==> src/rtl/regfile_writeback_queue_pkg.sv <==
// Shared constants and the pending-write entry type for the register-file
// writeback queue.
package regfile_wb_pkg;
  localparam int WB_AW    = 5;
  localparam int WB_DW    = 32;
  localparam int WB_DEPTH = 4;

  typedef struct packed {
    logic             valid;
    logic [WB_AW-1:0] addr;
    logic [WB_DW-1:0] data;
  } wb_entry_t;
endpackage

==> src/rtl/regfile_writeback_queue_if.sv <==
// Producer, register-file and forwarding signals of the writeback queue.
// master = surrounding pipeline / environment, slave = the queue itself.
interface regfile_writeback_queue_if
  import regfile_wb_pkg::*;
#(
  parameter int AW = WB_AW,
  parameter int DW = WB_DW
);
  logic          alu_valid;
  logic          alu_ready;
  logic [AW-1:0] alu_addr;
  logic [DW-1:0] alu_data;
  logic          mem_valid;
  logic          mem_ready;
  logic [AW-1:0] mem_addr;
  logic [DW-1:0] mem_data;
  logic          rf_hold;
  logic          rf_we;
  logic [AW-1:0] rf_wa;
  logic [DW-1:0] rf_wd;
  logic [AW-1:0] fwd_addr;
  logic          fwd_hit;
  logic [DW-1:0] fwd_data;

  modport master (
    output alu_valid, alu_addr, alu_data, mem_valid, mem_addr, mem_data,
    output rf_hold, fwd_addr,
    input  alu_ready, mem_ready, rf_we, rf_wa, rf_wd, fwd_hit, fwd_data
  );

  modport slave (
    input  alu_valid, alu_addr, alu_data, mem_valid, mem_addr, mem_data,
    input  rf_hold, fwd_addr,
    output alu_ready, mem_ready, rf_we, rf_wa, rf_wd, fwd_hit, fwd_data
  );
endinterface

==> src/rtl/regfile_writeback_queue_fifo.sv <==
// In-order pending-write storage: pointers, occupancy, head presentation and
// a parallel youngest-match search for operand forwarding.
module regfile_wb_fifo
  import regfile_wb_pkg::*;
#(
  parameter int DEPTH = WB_DEPTH
) (
  input  logic                     clk,
  input  logic                     rst_n,
  input  logic                     push,
  input  wb_entry_t                push_ent,
  input  logic                     pop,
  output wb_entry_t                head,
  output logic [$clog2(DEPTH):0]   count,
  input  logic [WB_AW-1:0]         fwd_addr,
  output logic                     fwd_hit,
  output logic [WB_DW-1:0]         fwd_data
);
  localparam int PW = $clog2(DEPTH);

  logic [PW-1:0]    wr_ptr;
  logic [PW-1:0]    rd_ptr;
  logic [DEPTH-1:0] vld;
  logic [WB_AW-1:0] addr_mem [DEPTH];
  logic [WB_DW-1:0] data_mem [DEPTH];
  logic [PW-1:0]    idx;

  // Control state: pointers, occupancy and per-slot valid bits.
  always_ff @(posedge clk or negedge rst_n) begin
    if (!rst_n) begin
      wr_ptr <= '0;
      rd_ptr <= '0;
      count  <= '0;
      vld    <= '0;
    end else begin
      if (push) begin
        vld[wr_ptr] <= 1'b1;
        wr_ptr      <= wr_ptr + 1'b1;
      end
      if (pop) begin
        vld[rd_ptr] <= 1'b0;
        rd_ptr      <= rd_ptr + 1'b1;
      end
      if (push && !pop)
        count <= count + 1'b1;
      else if (pop && !push)
        count <= count - 1'b1;
    end
  end

  always_ff @(posedge clk) begin
    if (push) begin
      addr_mem[wr_ptr] <= push_ent.addr;
      data_mem[wr_ptr] <= push_ent.data;
    end
  end

  always_comb begin
    head.valid = (count != '0);
    head.addr  = head.valid ? addr_mem[rd_ptr] : '0;
    head.data  = head.valid ? data_mem[rd_ptr] : '0;
  end

  // Walk oldest to youngest so the last match wins.
  always_comb begin
    fwd_hit  = 1'b0;
    fwd_data = '0;
    idx      = '0;
    for (int i = 0; i < DEPTH; i++) begin
      idx = rd_ptr + PW'(i);
      if (vld[idx] && (addr_mem[idx] == fwd_addr)) begin
        fwd_hit  = 1'b1;
        fwd_data = data_mem[idx];
      end
    end
  end
endmodule

==> src/rtl/regfile_writeback_queue.sv <==
// Writeback queue top: mem-over-alu arbitration, optional r0 filtering
// (WB_DROP_R0_EN) and register-file write port driven from the FIFO head.
module regfile_writeback_queue
  import regfile_wb_pkg::*;
#(
  parameter int DEPTH = WB_DEPTH,
  parameter int AW    = WB_AW,
  parameter int DW    = WB_DW
) (
  input  logic                   clk,
  input  logic                   rst_n,
  regfile_writeback_queue_if.slave bus,
  output logic [$clog2(DEPTH):0] count
);
  localparam int CW = $clog2(DEPTH) + 1;

  logic          not_full;
  logic          take_mem;
  logic          take_alu;
  logic          push;
  logic          pop;
  logic [AW-1:0] sel_addr;
  logic [DW-1:0] sel_data;
  logic          fwd_r0;
  logic          fifo_hit;
  logic [DW-1:0] fifo_data;
  wb_entry_t     push_ent;
  wb_entry_t     head;

  // Readies look only at occupancy, so a same-cycle pop never opens a full queue.
  always_comb begin
    not_full      = rst_n && (count != CW'(DEPTH));
    bus.mem_ready = not_full;
    bus.alu_ready = not_full && !bus.mem_valid;
    take_mem      = bus.mem_valid && not_full;
    take_alu      = bus.alu_valid && not_full && !bus.mem_valid;
    sel_addr      = take_mem ? bus.mem_addr : bus.alu_addr;
    sel_data      = take_mem ? bus.mem_data : bus.alu_data;
    push          = take_mem || take_alu;
`ifdef WB_DROP_R0_EN
    if (sel_addr == '0)
      push = 1'b0;
`endif
    push_ent.valid = push;
    push_ent.addr  = sel_addr;
    push_ent.data  = sel_data;
  end

`ifdef WB_DROP_R0_EN
  assign fwd_r0 = (bus.fwd_addr == '0);
`else
  assign fwd_r0 = 1'b0;
`endif

  assign pop          = head.valid && !bus.rf_hold;
  assign bus.rf_we    = head.valid;
  assign bus.rf_wa    = head.addr;
  assign bus.rf_wd    = head.data;
  assign bus.fwd_hit  = fifo_hit && !fwd_r0;
  assign bus.fwd_data = bus.fwd_hit ? fifo_data : '0;

  regfile_wb_fifo #(.DEPTH(DEPTH)) u_fifo (
    .clk      (clk),
    .rst_n    (rst_n),
    .push     (push),
    .push_ent (push_ent),
    .pop      (pop),
    .head     (head),
    .count    (count),
    .fwd_addr (bus.fwd_addr),
    .fwd_hit  (fifo_hit),
    .fwd_data (fifo_data)
  );
endmodule

==> src/flat_wrapper.sv <==
// flat-port wrapper written by rule: the top's interface ports become plain ports
module regfile_writeback_queue_flat import regfile_wb_pkg::*;
#(
  parameter int DEPTH = WB_DEPTH,
  parameter int AW    = WB_AW,
  parameter int DW    = WB_DW
)
  (clk, rst_n, count, bus_alu_valid, bus_alu_addr, bus_alu_data, bus_mem_valid, bus_mem_addr, bus_mem_data, bus_rf_hold, bus_fwd_addr, bus_alu_ready, bus_mem_ready, bus_rf_we, bus_rf_wa, bus_rf_wd, bus_fwd_hit, bus_fwd_data);
  regfile_writeback_queue_if #(.AW(AW), .DW(DW)) bus_i ();
  input  logic clk;
  input  logic rst_n;
  output logic [$clog2(DEPTH):0] count;
  input wire logic [$bits(bus_i.alu_valid)-1:0] bus_alu_valid;
  input wire logic [$bits(bus_i.alu_addr)-1:0] bus_alu_addr;
  input wire logic [$bits(bus_i.alu_data)-1:0] bus_alu_data;
  input wire logic [$bits(bus_i.mem_valid)-1:0] bus_mem_valid;
  input wire logic [$bits(bus_i.mem_addr)-1:0] bus_mem_addr;
  input wire logic [$bits(bus_i.mem_data)-1:0] bus_mem_data;
  input wire logic [$bits(bus_i.rf_hold)-1:0] bus_rf_hold;
  input wire logic [$bits(bus_i.fwd_addr)-1:0] bus_fwd_addr;
  output wire logic [$bits(bus_i.alu_ready)-1:0] bus_alu_ready;
  output wire logic [$bits(bus_i.mem_ready)-1:0] bus_mem_ready;
  output wire logic [$bits(bus_i.rf_we)-1:0] bus_rf_we;
  output wire logic [$bits(bus_i.rf_wa)-1:0] bus_rf_wa;
  output wire logic [$bits(bus_i.rf_wd)-1:0] bus_rf_wd;
  output wire logic [$bits(bus_i.fwd_hit)-1:0] bus_fwd_hit;
  output wire logic [$bits(bus_i.fwd_data)-1:0] bus_fwd_data;
  assign bus_i.alu_valid = bus_alu_valid;
  assign bus_i.alu_addr = bus_alu_addr;
  assign bus_i.alu_data = bus_alu_data;
  assign bus_i.mem_valid = bus_mem_valid;
  assign bus_i.mem_addr = bus_mem_addr;
  assign bus_i.mem_data = bus_mem_data;
  assign bus_i.rf_hold = bus_rf_hold;
  assign bus_i.fwd_addr = bus_fwd_addr;
  assign bus_alu_ready = bus_i.alu_ready;
  assign bus_mem_ready = bus_i.mem_ready;
  assign bus_rf_we = bus_i.rf_we;
  assign bus_rf_wa = bus_i.rf_wa;
  assign bus_rf_wd = bus_i.rf_wd;
  assign bus_fwd_hit = bus_i.fwd_hit;
  assign bus_fwd_data = bus_i.fwd_data;
  regfile_writeback_queue #(.DEPTH(DEPTH), .AW(AW), .DW(DW)) u_core (.clk(clk), .rst_n(rst_n), .bus(bus_i), .count(count));
endmodule
==> config.mk <==
export PLATFORM = sky130hd
export DESIGN_NAME = regfile_writeback_queue_flat
export DESIGN_NICKNAME = d
export VERILOG_FILES = /design/src/rtl/regfile_writeback_queue_pkg.sv /design/src/rtl/regfile_writeback_queue_if.sv /design/src/rtl/regfile_writeback_queue_fifo.sv /design/src/rtl/regfile_writeback_queue.sv /design/src/flat_wrapper.sv
export SDC_FILE = /design/constraint.sdc
export NUM_CORES = 1
export LEC_CHECK = 0
export ABC_AREA = 1
export BUFFER_PORTS_ARGS = -buffer_cell sky130_fd_sc_hd__clkbuf_2
export CORE_MARGIN = 1.5
export CORE_UTILIZATION = 53
export CTS_CLUSTER_DIAMETER = 120
export DETAILED_ROUTE_END_ITERATION = 12
export PLACE_DENSITY = 0.88
export RECOVER_POWER = 25
export SLEW_MARGIN = 20
export SYNTH_ARGS = -nofsm -noshare
export SYNTH_HDL_FRONTEND = slang
export SYNTH_SLANG_ARGS = --single-unit
==> constraint.sdc <==
create_clock -name clk -period 2.9 [get_ports clk]
set_clock_uncertainty 0.15 [all_clocks]
set_input_delay 0.29 -clock clk [delete_from_list [all_inputs] [get_ports clk]]
set_output_delay 0.29 -clock clk [all_outputs]
set_load 0.005 [all_outputs]
# Yosys cells after proc, flatten, opt, wreduce, memory -nomap -nowiden
# Memory sizes are Yosys's and may differ from the RTL's.
# Index checks and enable logic that the tools add are counted.
# W data, S select, Z words.
[totals] regBits=11 mem_bits_rw=148 inputBits=84 output_inout_bits=76 elab_cells=79 memories=2
[classes] add_sub_neg=6 order_cmp=7 n_eq_ne=5 muxes=31 n_bitwise=3 reduce_logical=21
[mem_list] memory="u_core.u_fifo.data_mem" depth=4 word_bits=32 rd=4 rd_clocked_by_memory_dff=0 wr=1 line="regfile_writeback_queue_fifo.sv:25" rtl="logic [WB_DW-1:0] data_mem [DEPTH];"
[mem_list] memory="u_core.u_fifo.addr_mem" depth=4 word_bits=5 rd=4 rd_clocked_by_memory_dff=0 wr=1 line="regfile_writeback_queue_fifo.sv:24" rtl="logic [WB_AW-1:0] addr_mem [DEPTH];"
[op_table] cell="$mux W32" n=7
[op_table] cell="$eq A5 B5 Y1" n=4
[op_table] cell="$lt A2 B3 Y1 const B" n=5
[op_table] cell="$logic_and A1 B1 Y1" n=14
[op_table] cell="$mux W1" n=12
[op_table] cell="$mux W5" n=2
[op_table] cell="$bmux W1 S2" n=4
[op_table] cell="$mux W4" n=2
[op_table] cell="$mux W3" n=2
[op_table] cell="$add A2 B1 Y2 const B" n=2
[op_table] cell="$add A2 B2 Y2 const B" n=2
[op_table] cell="$and A4 B4 Y4" n=1
[op_table] cell="$demux W1 S2" n=2
[op_table] cell="$ge A2 B1 Y1 const B" n=2
[op_table] cell="$logic_not A1 Y1" n=4
[op_table] cell="$not A4 Y4" n=1
[op_table] cell="$or A4 B4 Y4" n=1
[op_table] cell="$add A3 B1 Y3 const B" n=1
[op_table] cell="$ne A3 B3 Y1 const B" n=1
[op_table] cell="$reduce_bool A3 Y1" n=1
[op_table] cell="$sub A3 B1 Y3 const B" n=1
[op_table] cell="$reduce_bool A2 Y1" n=1
[op_table] cell="$logic_or A1 B1 Y1" n=1

# Longest topological paths before layout
# Gate-level depths: netlist (run 1).
[logic_depth] depth_word=9 depth_mapped=19 depth_no_buf=13

# Cells and area by module
# From an unflattened synthesis (run 1), not the netlist that was laid out.
[hier_totals] cells_unflattened=1642 hier_area_um2=11559.8
[modules_own_cells] module="regfile_wb_fifo" instances=1 cells_each=1439 area_each_um2=10486.3 seq_area_each_um2=4719.5
[modules_own_cells] module="regfile_writeback_queue" instances=1 cells_each=203 area_each_um2=1073.5 seq_area_each_um2=0.0

# Least setup slack after synthesis (run 1)
# Ideal clock, no wire load.
[synth_path] path_kind="reg-to-output" startpoint="register u_core.u_fifo.rd_ptr[1]" endpoint="output bus_fwd_data[11]" t_arrival_ns=2.621 required_time_ns=2.460 slack_ns=-0.161 path_stages_with_launch=15 path_buffers=4 path_cell_list="dfrtp_1 > inv_2 > clkbuf_1 > clkbuf_1 > ha_1 > inv_2 > buf_2 > nand3_1 > o21ai_1 > xor2_1 > nand3_1 > nor2_4 > buf_2 > nor2_1 > a21oi_1"
[synth_via] elab_chain_len=8 elab_cells_between_ends=30 classes_between="3 x add/sub; 4 x eq/ne; 17 x mux; 4 x reduce/logical; 2 x memory"
[synth_rtl] element="start: declaration" line="regfile_writeback_queue_fifo.sv:22" rtl="logic [PW-1:0] rd_ptr;"
[synth_rtl] element="start signal: assignment" line="regfile_writeback_queue_fifo.sv:42" rtl="rd_ptr <= rd_ptr + 1'b1;"
[synth_rtl] element="$add A2 B1 Y2, or another cell as far along" line="regfile_writeback_queue_fifo.sv:70" rtl="idx = rd_ptr + PW'(i);"
[synth_rtl] element="$mem_v2 Z4 W5, or another cell as far along"
[synth_rtl] element="$eq A5 B5 Y1, or another cell as far along" line="regfile_writeback_queue_fifo.sv:71" rtl="if (vld[idx] && (addr_mem[idx] == fwd_addr)) begin"
[synth_rtl] element="$logic_and A1 B1 Y1, or another cell as far along" line="regfile_writeback_queue_fifo.sv:71"
[synth_rtl] element="$mux W32 / $mux W1 (equally long branches) (3 in a row)" line="regfile_writeback_queue_fifo.sv:71"
[synth_rtl] element="$mux W32 *" line="regfile_writeback_queue.sv:60" rtl="assign bus.fwd_data = bus.fwd_hit ? fifo_data : '0;"
[synth_rtl] element="end: declaration" line="flat_wrapper.sv:27" rtl="output wire logic [$bits(bus_i.fwd_data)-1:0] bus_fwd_data;"
# Mark *: on every way between the ends. The rest lies on a longest branch, timed or not. The select of a mux whose other input is x is not followed.

# Worst setup path in the final report (run 1)
[layout_path] startpoint="register u_core.u_fifo.rd_ptr[0]" endpoint="output bus_fwd_data[11]"
# Same word-level chain as after synthesis.

==> flow_summary.toml, run 1 <==
[run_status]
status = "complete, but fails checks"
violations = "negative setup slack"

[drt]
detail-route-antenna-nets = 0
route.met2.wl_um = 15700
dr.pass1.iters = 7
wire_per_inst_um = 17.0
drc = 0
drtIter0Drc = 1507
vias = 11194
routed_wl_um = 32500
viasPerCell = 5.84
top_layer = "met4"
dr_wl_met3_um = 3350
met1Wirelength_um = 12100

[place]
dpl.hpwl_um = 19900
gp_congestion = 0.914
port_buffers = 159
place_inst = 1871

[power_and_ir_drop]
cellInternalPower_mw = 7.98
vdd_drop_max_uv = 766
comb_power_share_pct = 65.9
seq_power_share_pct = 20.2
sw_frac_of_total_pct = 49.7
leakagePower_nw = 6.03
p_per_area_mw_per_mm2 = 1180
power_frac_clock_pct = 13.9
total_power_mw = 15.9
power.switching_mw = 7.88

[die]
core_mm2 = 0.0203
ios = 160
die_y_um = 147
chipWidth_um = 147
rows = 52
die_area_mm2 = 0.0216
initial_core_util_pct = 54.2

[yosys]
ys_types = 31
synth_area_leaders = "edfxtp_1, nand2_1, o21ai_0"
yosysTopAreaCell = "edfxtp_1"
yosys.area.top_type_share_pct = 40.4
synth_nets = 1586
synth_top_flop_cell = "edfxtp_1"
ys_seq_elements = 159
yosysWarnings = 0
syn_area_per_cell_um2 = 7.37
seq_area_frac_synth_pct = 42.9
synth.most_common_cell = "nand2_1"
synthArstFlopShare_pct = 6.92
synth_edf_count = 148
yosys-top-cells-count = "nand2_1, o21ai_0, inv_1, nor2_1, edfxtp_1"
synthCells = 1492
synth_area_mm2 = 0.0110

[worst_setup_path]
max_stage_delay_ps = 520
r2r_cells = 12
r2r_slack_ps = 560
timing.rr.end = "u_core.u_fifo.count[2]$_DFFE_PN0P_"
worst_path_max_delay_cell = "dfrtp_4"
cp.buffers_inverters = 6
cp-start-kind = "flop"
crit_type = "flop to output port"
cp.arrival_ps = 2830
crit_path_max_fanout = 19
cp-end-kind = "output port"
worstPathRequired_ps = 2460
crit_family = "buffers and inverters"
worstPathCellList = "inv_4 > ha_4 > inv_8 > nand3_1 > o21ai_2 > xor2_1 > nand3_1 > nor2_4 > buf_12 > inv_8 > buf_12 > nor2_2 > a21oi_2 > clkbuf_2"
timing.rr.start = "u_core.u_fifo.count[0]$_DFFE_PN0P_"

[timing]
hold_violations = 0
period_needed_ps = 3270
timing.setup.tns_ps = -10980
tightest_slew_ps = 766
drv_slew = 0
max_slew_margin_pct = 49.0
hold_ws_ps = 50.6
setup_viol = 33
max_freq_mhz = 306
rsz0062_at_grt = "true"
layout_setup_ws_ps = -372
fin_crit_sh_pct = 113

[cells_and_area]
nNetsFinal = 1730
drive_above_1_share_pct = 23.1
syn_to_final_growth_pct = 22.3
diodes = 0
finish.utilization_pct = 66.2
stdcell_count = 1918
num-fill-cells = 1591

[clock_tree]
insertion_delay_ps = 430
clock_path_buffers = 2
clk_pin_slew_ps = 70
cts_sinks = 159
cts_tree = "built"
root_buffer = "clkbuf_16"
cts_buffers = 17
htreeDepth = 4

[global_route]
grt_usage_pct = 28.5
grt_pass1_vias = 10178
antenna_found_initial = 0
grt_overflow = 0
grt_pass1_wl_um = 49000
grt_start_max_net_pins = 92

[min_path]
worstHoldPathType = "input port to flop"
min_to = "u_core.u_fifo.addr_mem[2][2]$_DFFE_PP_"
hp-start = "bus_alu_addr[2]"
worstHoldPathCells = 2

[job]
drv_cap = 0
==> per-layer routing <==
metal | vias to the layer above | GRT usage, %
met2 | 746 | 50.0
li1 | 5254 | -
met1 | 5037 | 35.2
met5 | - | 0
met4 | 0 | 11.8
met3 | 157 | 4.41
==> registers in the layout, indices dropped and copies added, names as in the netlist <==
name and flops:
u_core.u_fifo.data_mem 128, u_core.u_fifo.addr_mem 20, u_core.u_fifo.vld 4, u_core.u_fifo.count 3
u_core.u_fifo.rd_ptr 2, u_core.u_fifo.wr_ptr 2
==> worst max-delay path by stage <==
stage	start	end	slack [ps]	cells after the start
final	u_core.u_fifo.rd_ptr[0]$_DFFE_PN0P_	bus_fwd_data[11]	-370	14
after global routing	u_core.u_fifo.rd_ptr[0]$_DFFE_PN0P_	bus_fwd_data[5]	-490	15
after CTS	u_core.u_fifo.rd_ptr[0]$_DFFE_PN0P_	bus_fwd_data[1]	-220	14
after detailed placement	u_core.u_fifo.rd_ptr[0]$_DFFE_PN0P_	bus_fwd_data[17]	-60	12
after global placement	u_core.u_fifo.rd_ptr[0]$_DFFE_PN0P_	bus_fwd_data[17]	80	12
after floorplan	u_core.u_fifo.count[0]$_DFFE_PN0P_	u_core.u_fifo.addr_mem[0][0]$_DFFE_PP_	-140	6
==> placed cells by master, fill, tap and decap left out, types with 8 or more instances in the layout <==
master / Yosys / final
nor2_4: 5 / 14
o21ai_1: 40 / 41
ha_1: 9 / 8
o21ai_0: 231 / 228
nand2_1: 390 / 382
clkbuf_16: 0 / 21
a21oi_2: 0 / 19
inv_1: 155 / 155
buf_6: 6 / 11
nor2_1: 151 / 125
clkbuf_2: 0 / 156
nand2_2: 1 / 9
edfxtp_1: 148 / 148
nand3_1: 79 / 70
nor2_2: 2 / 19
dfrtp_1: 11 / 10
buf_4: 5 / 35
mux2_2: 38 / 38
nand3_2: 1 / 9
buf_12: 0 / 15
a21oi_1: 39 / 20
nand4_1: 65 / 65
==> area by class of cell <==
type	count	area, µm²	share of cell area [%]
inverter	159	617	4.59
clock inverter	14	156	1.16
multi-input combinational	1067	5430	40.4
tap	270	338	2.51
clock buffer	17	425	3.16
sequential	159	4720	35.1
timing repair buffer	232	1750	13.0
==> cells by family (layout without fill, tap and decap cells) <==
family | Yosys count | count (layout) | share of synthesized area, %
muxes | 38 | 38 | 3.89
AOI/OAI and AO/OA | 313 | 313 | 14.3
DFF | 159 | 159 | 42.9
and+or+nand+nor | 698 | 698 | 26.8
buffers and inverters | 266 | 422 | 10.2
xor gates and xnor gates | 8 | 8 | 0.637
adders and majority gates | 10 | 10 | 1.21
==> power groups by stage <==
stage               logic (mW)  clock network (mW)  registers, mW
finish                    10.4                2.21           3.20
global route              11.4                2.30           3.23
CTS                       9.67                2.22           3.19
detailed placement        9.18                   0           3.23
global placement          8.91                   0           3.21
floorplan                 6.24                   0           3.20
==> what timing repair did <==
action | in CTS | in global routing
hold buffers | 1 | 0
pin swaps | 17 | 22
gates resized for setup | 51 | 49
hold endpoints to repair | 11 | 0
setup endpoints to repair | 39 | 48
cloned | 3 | 5
setup buffers | 4 | 3
==> worst reg2reg max path, stage by stage, from the launching register on <==
cell and delay (ps):
dfrtp_1 480, nor2_1 80, nand2_1 60, nand2_1 110, inv_1 120, o21ai_1 90, inv_1 100, ha_1 140
inv_1 70, fa_1 390, a21oi_1 160, o21ai_0 130, xnor2_1 150
==> stage by stage <==
stage	worst slack [ps]	instance area (µm²)
floorplan	-142	11000
global placement	79.8	12300
detailed placement	-62.6	12300
CTS	-220	13100
global route	-490	13400
finish	-372	13400
Power figures use the tool's default switching activity.
==> run 2, diff against run 1 <==
SETUP_SLACK_MARGIN = 0.15   (was unset)
==> run 2 against run 1 <==
Effect of this change:
- the flow still finishes with violations (negative setup slack)
- routed wire length is 7.1% higher
- largest power group unchanged
- total power up 4.5%
- hold slack hardly changed
==> flow_summary.toml, run 2 (synthesized netlist as in run 1, its figures left out) <==
[die]
ios = 160
die_y_um = 147
chipWidth_um = 147
initial_core_util_pct = 54.2
rows = 52
die_area_mm2 = 0.0216
core_mm2 = 0.0203

[cells_and_area]
nNetsFinal = 1737
layout_commonest_cell = "nand2_1"
final_cell_mix = "nand2_1, o21ai_0, inv_1"
syn_to_final_growth_pct = 24.6
num-fill-cells = 1477
reg_top3 = "u_core.u_fifo.data_mem x128, u_core.u_fifo.addr_mem x20, u_core.u_fifo.vld x4"
regMostFlops = "u_core.u_fifo.data_mem"
fin_area_mm2 = 0.0137
largest_reg_flops = 128
drive_above_1_share_pct = 24.3

[worst_setup_path]
max_stage_delay_ps = 450
worst_path_max_delay_cell = "dfrtp_4"
cp.buffers_inverters = 4
cp.arrival_ps = 3030
critPathMostFrequentCell = "nand2_1"
path_depth = 14
crit_type = "flop to output port"
timing.rr.end = "u_core.u_fifo.count[2]$_DFFE_PN0P_"
crit_start = "u_core.u_fifo.rd_ptr[0]$_DFFE_PN0P_"
cp-end-kind = "output port"
cp-start-kind = "flop"
crit_path_max_fanout = 18
crit_family = "simple AND/OR/NAND/NOR gates"
r2r_cells = 12
timing.rr.start = "u_core.u_fifo.count[0]$_DFFE_PN0P_"
worstPathRequired_ps = 2460
r2r_slack_ps = 540
worstPathCellList = "inv_6 > ha_4 > clkinv_8 > o211ai_1 > nand2_1 > nand2_1 > nand2_2 > nor2_4 > nand3_4 > buf_12 > nand2_1 > nand3_1 > a21oi_2 > buf_2"

[power_and_ir_drop]
seq_power_share_pct = 19.3
vdd_drop_max_uv = 1020
sw_frac_of_total_pct = 50.2
p_per_area_mw_per_mm2 = 1210
cellInternalPower_mw = 8.25
comb_power_share_pct = 67.1
power_frac_clock_pct = 13.5
leakagePower_nw = 6.12
power.switching_mw = 8.32

[global_route]
grt_pass1_wl_um = 50100
grt_overflow = 0
grt_pass1_vias = 10387
grt_start_max_net_pins = 131
antenna_found_initial = 1
grt_usage_pct = 29.4

[run_status]
status = "complete, but fails checks"
violations = "negative setup slack"

[min_path]
hp-start = "bus_alu_data[8]"
worstHoldPathCells = 2
min_to = "u_core.u_fifo.data_mem[1][8]$_DFFE_PP_"
worstHoldPathType = "input port to flop"

[drt]
viasPerCell = 6.01
dr.pass1.iters = 8
drtIter0Drc = 1911
detail-route-antenna-nets = 0
vias = 11575
routed_wl_um = 34800
wire_per_inst_um = 18.1
drc = 0

[timing]
max_slew_margin_pct = 47.6
max_freq_mhz = 288
setup_viol = 33
rsz0062_at_grt = "true"
timing.setup.tns_ps = -11000
hold_violations = 0
fin_crit_sh_pct = 120
layout_setup_ws_ps = -569
period_needed_ps = 3470
tightest_slew_ps = 785
drv_slew = 0

[place]
dpl.hpwl_um = 19400
placed_area_mm2 = 0.0123
port_buffers = 159
gp_congestion = 0.888

[clock_tree]
insertion_delay_ps = 440
clk_pin_slew_ps = 60
htreeDepth = 4
clock_path_buffers = 2
cts_buffers = 17
cts_sinks = 159
root_buffer = "clkbuf_16"
cts_tree = "built"

[job]
drv_cap = 0
run 2: timing repair:
item                                   in CTS  in global routing
endpoints found under the hold margin      11                  0
cloned                                      5                  3
hold buffers                                1                  0
setup buffers                               3                  8
setup endpoints to repair                  56                 57
pin swaps                                   9                 20
resized for setup                          60                 99
run 2: final cells by class:
cell class | instances | area [µm²] | area share, %
multi-input cells | 1067 | 5530 | 40.4
repair inverters | 1 | 8.76 | 0.0639
repair buffers | 238 | 1890 | 13.8
diodes | 1 | 2.50 | 0.0183
well taps | 270 | 338 | 2.47
clock buffers | 17 | 425 | 3.11
flip-flops and latches | 159 | 4720 | 34.5
clock inverters | 15 | 159 | 1.16
inverters | 159 | 622 | 4.54
run 2: power groups by stage:
stage | logic (mW) | clock network (mW) | registers, mW
floorplan | 6.38 | 0 | 3.20
global placement | 9.01 | 0 | 3.21
detailed placement | 9.31 | 0 | 3.23
CTS | 9.85 | 2.23 | 3.18
global route | 12.0 | 2.32 | 3.23
finish | 11.1 | 2.24 | 3.21
run 2: worst reg2reg max path: stages, from the launching register on:
cell	delay, ps
dfrtp_1	470
nor2_1	90
nand2_1	60
nand2_1	110
inv_1	120
o21ai_0	120
inv_1	110
ha_1	140
inv_1	60
fa_1	380
a21oi_1	140
o21ai_0	130
xnor2_1	150
run 2: worst max-delay path by stage:
stage / end
after detailed placement: bus_fwd_data[31]
after floorplan: u_core.u_fifo.addr_mem[0][0]$_DFFE_PP_
after global placement: bus_fwd_data[27]
after global routing: bus_fwd_data[31]
final: bus_fwd_data[31]
after CTS: bus_fwd_data[17]
run 2: per-layer routing:
metal / vias to the layer above / share of wire (%) / track usage, %
li1: 5278 / - / -
met1: 5184 / 35 / 34.6
met2: 901 / 48 / 51.8
met3: 212 / 11 / 4.72
met4: 0 / 5.7 / 15.1
met5: - / 0 / 0
run 2: metrics by stage:
step           total power [mW]  setup WS, ps  instances  hold slack (ps)  util (%)
2_1_floorplan              9.58          -142       1492             -156         -
3_3_place_gp               12.2           135       1874             47.4      60.7
3_5_place_dp               12.5          73.9       1874             49.7      60.7
4_1_cts                    15.3          -205       1915             54.8      65.3
5_1_grt                    17.5          -596       1926             46.3      67.5
6_report                   16.6          -569       1927             50.4      67.5
